**config.mk**
```make
export PLATFORM = sky130hd
export DESIGN_NAME = iomem_xtea_copro
export DESIGN_NICKNAME = d
export VERILOG_FILES = /design/src/rtl/xtea_pkg.sv /design/src/rtl/xtea_half_round.sv /design/src/rtl/iomem_xtea_copro.sv
export SDC_FILE = /design/constraint.sdc
export NUM_CORES = 1
export LEC_CHECK = 0
export ABC_AREA = 1
export CORE_ASPECT_RATIO = 0.6
export CORE_UTILIZATION = 25
export DETAILED_ROUTE_END_ITERATION = 7
export GPL_TIMING_DRIVEN = 0
export SLEW_MARGIN = 20
export SYNTH_ARGS = -nofsm -noshare
export SYNTH_HDL_FRONTEND = slang
export SYNTH_SLANG_ARGS = --single-unit
```
**constraint.sdc**
```tcl
create_clock -name clk -period 5.7 [get_ports clk]
set_input_delay 1.14 -clock clk [delete_from_list [all_inputs] [get_ports clk]]
set_output_delay 1.14 -clock clk [all_outputs]
set_load 0.1 [all_outputs]
```
**src/rtl/xtea_pkg.sv**
```systemverilog
// Shared constants for the iomem XTEA coprocessor: round constant, register map,
// control/status bit positions, FSM encoding and a byte-strobe merge helper.
package xtea_pkg;

  localparam logic [31:0] DELTA = 32'h9E37_79B9;

  // Word offsets, i.e. iomem_addr[7:2]
  localparam logic [5:0] REG_CTRL    = 6'h00;
  localparam logic [5:0] REG_STATUS  = 6'h01;
  localparam logic [5:0] REG_KEY0    = 6'h02;
  localparam logic [5:0] REG_KEY1    = 6'h03;
  localparam logic [5:0] REG_KEY2    = 6'h04;
  localparam logic [5:0] REG_KEY3    = 6'h05;
  localparam logic [5:0] REG_DATA0   = 6'h06;
  localparam logic [5:0] REG_DATA1   = 6'h07;
  localparam logic [5:0] REG_RESULT0 = 6'h08;
  localparam logic [5:0] REG_RESULT1 = 6'h09;

  localparam int CTRL_START   = 0;
  localparam int CTRL_DECRYPT = 1;
  localparam int CTRL_IRQ_EN  = 2;
  localparam int STATUS_BUSY  = 0;
  localparam int STATUS_DONE  = 1;

  localparam logic [1:0] ST_IDLE = 2'd0;
  localparam logic [1:0] ST_RUN  = 2'd1;
  localparam logic [1:0] ST_FIN  = 2'd2;

  function automatic logic [31:0] merge_bytes(input logic [31:0] old_val,
                                              input logic [31:0] new_val,
                                              input logic [3:0]  strb);
    logic [31:0] res;
    res = old_val;
    for (int b = 0; b < 4; b++) begin
      if (strb[b]) res[8*b +: 8] = new_val[8*b +: 8];
    end
    return res;
  endfunction

endpackage

```
**src/rtl/xtea_half_round.sv**
```systemverilog
// One XTEA half-round: updates either v0 or v1 depending on step parity and
// direction, and steps sum after the first half of each cycle.
module xtea_half_round
  import xtea_pkg::*;
(
  input  logic [31:0]      v0_i,
  input  logic [31:0]      v1_i,
  input  logic [31:0]      sum_i,
  input  logic [3:0][31:0] key_i,
  input  logic             decrypt_i,
  input  logic             odd_i,
  output logic [31:0]      v0_o,
  output logic [31:0]      v1_o,
  output logic [31:0]      sum_o
);

  logic        upd_v0;
  logic [1:0]  key_idx;
  logic [31:0] src, tgt, mix, f, res;

  // Encrypt-even and decrypt-odd both rewrite v0 from a mix of v1 keyed by sum[1:0]
  assign upd_v0  = (odd_i == decrypt_i);
  assign src     = upd_v0 ? v1_i : v0_i;
  assign tgt     = upd_v0 ? v0_i : v1_i;
  assign key_idx = upd_v0 ? sum_i[1:0] : sum_i[12:11];

  assign mix = ((src << 4) ^ (src >> 5)) + src;
  assign f   = mix ^ (sum_i + key_i[key_idx]);
  assign res = decrypt_i ? (tgt - f) : (tgt + f);

  assign v0_o  = upd_v0 ? res  : v0_i;
  assign v1_o  = upd_v0 ? v1_i : res;
  assign sum_o = odd_i ? sum_i : (decrypt_i ? (sum_i - DELTA) : (sum_i + DELTA));

endmodule

```
**src/rtl/iomem_xtea_copro.sv**
```systemverilog
// Memory-mapped XTEA coprocessor on the iomem bus, one half-round per cycle.
// Optional `XTEA_AUTOINC_EN: the 64-bit DATA block increments on completion.
module iomem_xtea_copro
  import xtea_pkg::*;
#(
  parameter logic [31:0] BASE_ADDR = 32'h0300_0000,
  parameter int unsigned ROUNDS    = 32
) (
  input  logic        clk,
  input  logic        resetn,
  input  logic        iomem_valid,
  output logic        iomem_ready,
  input  logic [3:0]  iomem_wstrb,
  input  logic [31:0] iomem_addr,
  input  logic [31:0] iomem_wdata,
  output logic [31:0] iomem_rdata,
  output logic        irq
);

  localparam logic [7:0]  LAST_CNT = 8'(2 * ROUNDS - 1);
  localparam logic [31:0] DEC_SUM  = DELTA * ROUNDS;

  logic             ready_q;
  logic [31:0]      rdata_q, rdata_d;
  logic [3:0][31:0] key_q, key_d, ekey_q, ekey_d;
  logic [1:0][31:0] data_q, data_d, result_q, result_d;
  logic             decrypt_q, decrypt_d, irq_en_q, irq_en_d, done_q, done_d, edec_q, edec_d;
  logic [1:0]       state_q, state_d;
  logic [7:0]       cnt_q, cnt_d;
  logic [31:0]      v0_q, v0_d, v1_q, v1_d, sum_q, sum_d;
  logic [31:0]      hr_v0, hr_v1, hr_sum;

  logic       sel, acc, wr, busy, start, done_clr, data_wr;
  logic [5:0] woff;
  logic       unused_addr_lsbs;

  assign sel  = iomem_valid && (iomem_addr[31:8] == BASE_ADDR[31:8]);
  assign acc  = sel && !ready_q;
  assign wr   = acc && (|iomem_wstrb);
  assign woff = iomem_addr[7:2];
  assign busy = (state_q != ST_IDLE);
  assign unused_addr_lsbs = ^iomem_addr[1:0];

  xtea_half_round u_half_round (
    .v0_i      (v0_q),
    .v1_i      (v1_q),
    .sum_i     (sum_q),
    .key_i     (ekey_q),
    .decrypt_i (edec_q),
    .odd_i     (cnt_q[0]),
    .v0_o      (hr_v0),
    .v1_o      (hr_v1),
    .sum_o     (hr_sum)
  );

  // Bus writes, then FSM. START sees the DATA/KEY/DECRYPT values written in the same access.
  always_comb begin
    // NOTE: every variable gets a default first so no path leaves it unassigned (no latches).
    key_d     = key_q;
    data_d    = data_q;
    decrypt_d = decrypt_q;
    irq_en_d  = irq_en_q;
    done_d    = done_q;
    start     = 1'b0;
    done_clr  = 1'b0;
    data_wr   = 1'b0;
    state_d   = state_q;
    cnt_d     = cnt_q;
    v0_d      = v0_q;
    v1_d      = v1_q;
    sum_d     = sum_q;
    ekey_d    = ekey_q;
    edec_d    = edec_q;
    result_d  = result_q;

    if (wr) begin
      case (woff)
        REG_CTRL: if (iomem_wstrb[0]) begin
          start     = iomem_wdata[CTRL_START];
          decrypt_d = iomem_wdata[CTRL_DECRYPT];
          irq_en_d  = iomem_wdata[CTRL_IRQ_EN];
        end
        REG_STATUS: done_clr = iomem_wstrb[0] && iomem_wdata[STATUS_DONE];
        REG_KEY0:  key_d[0] = merge_bytes(key_q[0], iomem_wdata, iomem_wstrb);
        REG_KEY1:  key_d[1] = merge_bytes(key_q[1], iomem_wdata, iomem_wstrb);
        REG_KEY2:  key_d[2] = merge_bytes(key_q[2], iomem_wdata, iomem_wstrb);
        REG_KEY3:  key_d[3] = merge_bytes(key_q[3], iomem_wdata, iomem_wstrb);
        REG_DATA0: begin
          data_d[0] = merge_bytes(data_q[0], iomem_wdata, iomem_wstrb);
          data_wr   = 1'b1;
        end
        REG_DATA1: begin
          data_d[1] = merge_bytes(data_q[1], iomem_wdata, iomem_wstrb);
          data_wr   = 1'b1;
        end
        default: ;
      endcase
    end

    if (done_clr) done_d = 1'b0;

    case (state_q)
      ST_IDLE: if (start) begin
        v0_d    = data_d[0];
        v1_d    = data_d[1];
        ekey_d  = key_d;
        edec_d  = decrypt_d;
        sum_d   = decrypt_d ? DEC_SUM : 32'd0;
        cnt_d   = 8'd0;
        done_d  = 1'b0;
        state_d = ST_RUN;
      end
      ST_RUN: begin
        v0_d  = hr_v0;
        v1_d  = hr_v1;
        sum_d = hr_sum;
        cnt_d = cnt_q + 8'd1;
        if (cnt_q == LAST_CNT) state_d = ST_FIN;
      end
      ST_FIN: begin
        // Completion overrides a same-cycle DONE clear
        result_d = {v1_q, v0_q};
        done_d   = 1'b1;
        state_d  = ST_IDLE;
`ifdef XTEA_AUTOINC_EN
        if (!data_wr) data_d = data_q + 64'd1;
`endif
      end
      default: state_d = ST_IDLE;
    endcase
  end

  always_comb begin
    rdata_d = 32'd0;
    if (acc) begin
      case (woff)
        REG_CTRL:    rdata_d = {29'd0, irq_en_q, decrypt_q, 1'b0};
        REG_STATUS:  rdata_d = {30'd0, done_q, busy};
        REG_KEY0:    rdata_d = key_q[0];
        REG_KEY1:    rdata_d = key_q[1];
        REG_KEY2:    rdata_d = key_q[2];
        REG_KEY3:    rdata_d = key_q[3];
        REG_DATA0:   rdata_d = data_q[0];
        REG_DATA1:   rdata_d = data_q[1];
        REG_RESULT0: rdata_d = result_q[0];
        REG_RESULT1: rdata_d = result_q[1];
        default:     rdata_d = 32'd0;
      endcase
    end
  end

  always_ff @(posedge clk or negedge resetn) begin
    if (!resetn) begin
      ready_q   <= 1'b0;
      rdata_q   <= '0;
      key_q     <= '0;
      data_q    <= '0;
      result_q  <= '0;
      decrypt_q <= 1'b0;
      irq_en_q  <= 1'b0;
      done_q    <= 1'b0;
      state_q   <= ST_IDLE;
      cnt_q     <= '0;
      v0_q      <= '0;
      v1_q      <= '0;
      sum_q     <= '0;
      ekey_q    <= '0;
      edec_q    <= 1'b0;
    end else begin
      // NOTE: non-blocking assignments so every register updates from pre-edge values.
      ready_q   <= acc;
      rdata_q   <= rdata_d;
      key_q     <= key_d;
      data_q    <= data_d;
      result_q  <= result_d;
      decrypt_q <= decrypt_d;
      irq_en_q  <= irq_en_d;
      done_q    <= done_d;
      state_q   <= state_d;
      cnt_q     <= cnt_d;
      v0_q      <= v0_d;
      v1_q      <= v1_d;
      sum_q     <= sum_d;
      ekey_q    <= ekey_d;
      edec_q    <= edec_d;
    end
  end

  assign iomem_ready = ready_q;
  assign iomem_rdata = rdata_q;
  assign irq         = done_q & irq_en_q;

endmodule
```
==> impl_metrics.tcl <==
set metrics [dict create \
    die-area_um2 132000 \
    clk_pin_slew_worst_paths_ns 0.07 \
    syn_inst 4439 \
    finalSetupViolCount 35 \
    ir_drop_mv 0.207 \
    violations "negative setup slack" \
    io_pins 105 \
    crit_slowest_cell "dfrtp_4" \
    drc 0 \
    antenna_found_initial 6 \
    drtIter0Drc 4128 \
    fillers 13800 \
    synth_top_family_by_area "simple AND/OR/NAND/NOR gates" \
    regToRegSetupSlack_ns -0.71 \
    grt-ovfl-total 0 \
    dr.pass1.iters 8 \
    worstSetupEndpointType "flip-flop" \
    drive_gt1_share_pct 11.9 \
    clock_power_share_pct 46.6 \
    timing_hold_violations_final 0 \
    max_freq_mhz 156 \
    area_growth_pct 22.8 \
    synthMuxAreaShare_pct 1.68 \
    initial_utilization_pct 25.2 \
    cts_buffers 47 \
    synth_cell_type_count 66 \
    power_switching_mw 1.81 \
    cts_root_buf "clkbuf_16" \
    synth-simple-area-share_pct 23.4 \
    cp-startpoint "edec_q" \
    hp-class "in2async" \
    p_leak_nw 19.7 \
    htreeDepth 2 \
    cp.required_ns 6.17 \
    timing.final.ws_setup_ns -0.709 \
    crit_type "reg2reg" \
    vias 32800 \
    total_power_mw 7.39 \
    async_flop_share_pct 100 \
    relSlewSlack_pct 8.65 \
    fp-row-count 102 \
    status "finished with violations" \
    grt_pass1_vias 30500 \
    syn_area_um2 32600 \
    grt_pass1_wl_um 203000 \
    r2r-end "v1_q[30]" \
    wl_per_cell_um 22.0 \
    synth_edf_count 0 \
    syn_area_per_cell_um2 7.33 \
    cts_max_path_buffers 3 \
    drtAntennaViolNets 0 \
    grt_max_degree 96 \
    p_comb_share_pct 2.8 \
    synthXorXnorAreaFrac_pct 2.99 \
    internal_power_mw 5.58 \
    syn_nets 4645 \
    yosysWarnings 0 \
    rsz0062_at_grt "yes" \
    ys_ff_latch 527 \
    die_w_um 468 \
    finClkSkew_ns 0.0563 \
    p_sw_share_pct 24.5 \
    cap_violations 0 \
    nets 4893 \
    port_buffers 102 \
    pwr-share-seq_pct 50.6 \
    routabilityCongestion 1.02 \
    max_stage_delay_ns 0.56 \
    reg2reg_depth 38 \
    place_hpwl_um 110000 \
    wl_um 142000 \
    powerDensity_nw_per_um2 185 \
    die_y_um 282 \
    final_min_period_over_clock_period_pct 112 \
    viasPerCell 5.09 \
    synthFlopType "dfrtp_1" \
    clk_latency_ns 0.67 \
    slew_viol_final 0 \
    critPathLaunchType "flip-flop" \
    synth_compound_area_share_pct 17.2 \
    cts_tree "done" \
    grt_usage_pct 21.0 \
    cp.arrival_ns 6.88 \
    period_minus_slack_ns 6.41 \
    fin_tns_setup_ns -14.66 \
    tightest_slew_ns 1.37 \
    ys_seq_area_share_pct 40.5 \
    r2r-start "edec_q" \
    worstPathMaxFanout 6 \
    cts.sinks 527 \
    synthAdderAreaFrac_pct 5.28 \
    core_um2 129000 \
]
==> registers in the layout, summed over array words and instances (netlist names), 8 cells and up <==
| signal | cells |
|---|---|
| cnt_q | 8 |
| data_q | 64 |
| ekey_q | 128 |
| iomem_rdata | 32 |
| key_q | 128 |
| result_q | 64 |
| sum_q | 32 |
| v0_q | 32 |
| v1_q | 32 |
==> cell families (layout without fill, tap and decap cells) <==
family                     after synthesis  count (layout)
adders and majority gates              135             135
other                                    0               3
xor gates and xnor gates               111             111
DFF                                    527             527
and+or+nand+nor                       1877            1877
AOI/OAI and AO/OA                      974             974
buffers and inverters                  762            1047
muxes                                   53              53
==> through the flow <==
step | util [%] | cells | setup slack [ns] | hold slack [ns] | area, um2
6_report | 31.0 | 6443 | -0.709 | 0.386 | 40000
5_1_grt | 31.0 | 6440 | -0.979 | 0.397 | 40000
4_1_cts | 30.2 | 6418 | -0.780 | 0.389 | 39000
3_5_place_dp | 28.2 | 6294 | -3.18 | 0.461 | 36400
3_3_place_gp | 27.7 | 6257 | -22.73 | 0.458 | 35700
2_1_floorplan | - | 4439 | 0.101 | 0.444 | 32600
==> metal layers <==
layer / track usage [%] / part of all wire, % / vias to the layer above
met5: 0 / 0.0092 / -
met4: 3.41 / 1.7 / 2
met3: 11.7 / 17 / 172
met2: 26.4 / 36 / 1732
met1: 30.5 / 45 / 15900
li1: - / - / 15000
==> layout by cell type (no fill, tap or decap), types with 49 or more instances in the layout <==
cell             instances
a31oi_1                 88
nand2_1               1214
o21ai_0                396
clkbuf_1               101
dfrtp_1                525
nor2_1                 348
clkdlybuf4s50_1        101
nand2_2                 50
o21ai_2                 49
a21oi_1                166
clkbuf_16               53
xor2_1                  63
nand3_1                108
inv_1                  578
buf_4                   63
ha_1                   100
==> worst max-delay path: cells and delay by family, from the launching register on <==
family,cells,cell delay (ns)
AND/OR/NAND/NOR,18,2.15
AO/OA/AOI/OAI,8,1.33
buffers and inverters,9,1.22
adder cells (fa/ha/maj),2,0.72
flip-flops,1,0.56
XOR/XNOR,1,0.19
==> final cells by class <==
class / count / area, um2 / share of cell area, %
well taps: 1716 / 2150 / 5.37
inverters: 596 / 2240 / 5.60
clock buffers: 58 / 1300 / 3.25
diodes: 3 / 7.51 / 0.0188
multi-input cells: 3150 / 17800 / 44.6
repair buffers: 201 / 2080 / 5.19
flip-flops and latches: 527 / 13200 / 33.0
clock inverters: 28 / 289 / 0.723
plain buffers: 164 / 872 / 2.18
==> worst max path at each step <==
stage	endpoint	depth (start not counted)
after floorplan	v0_q[30]	35
after global placement	edec_q	1
after detailed placement	v1_q[29]	38
after CTS	v1_q[30]	35
after global routing	v1_q[30]	34
final	v1_q[30]	38
==> power by group through the flow <==
stage,Combinational (mW),Sequential [mW],Clock [mW]
3_5_place_dp,0.207,3.81,0
5_1_grt,0.226,3.73,3.62
6_report,0.208,3.74,3.45
3_3_place_gp,0.192,3.82,0
2_1_floorplan,0.0244,3.81,0
4_1_cts,0.208,3.74,3.46
==> synthesized netlist by cell type (32+ instances only) <==
cell / count / area (um2)
a21oi_1: 203 / 1020
a221oi_1: 41 / 359
a22oi_1: 43 / 323
a31oi_1: 90 / 563
clkbuf_1: 122 / 458
dfrtp_1: 527 / 13200
ha_1: 131 / 1640
inv_1: 586 / 2200
mux2i_1: 39 / 390
nand2_1: 1263 / 4740
nand3_1: 117 / 586
nor2_1: 370 / 1390
o21ai_0: 458 / 2290
o22ai_1: 40 / 250
o32ai_1: 32 / 280
xnor2_1: 45 / 394
xor2_1: 66 / 578
==> what timing repair did <==
item / 4_1_cts / 5_1_grt
pin swaps: 59 / 56
hold buffers: 0 / 0
gates resized for setup: 213 / 221
endpoints found under the setup margin: 62 / 46
setup buffers: 40 / 21
Power figures use the tool's default switching activity.
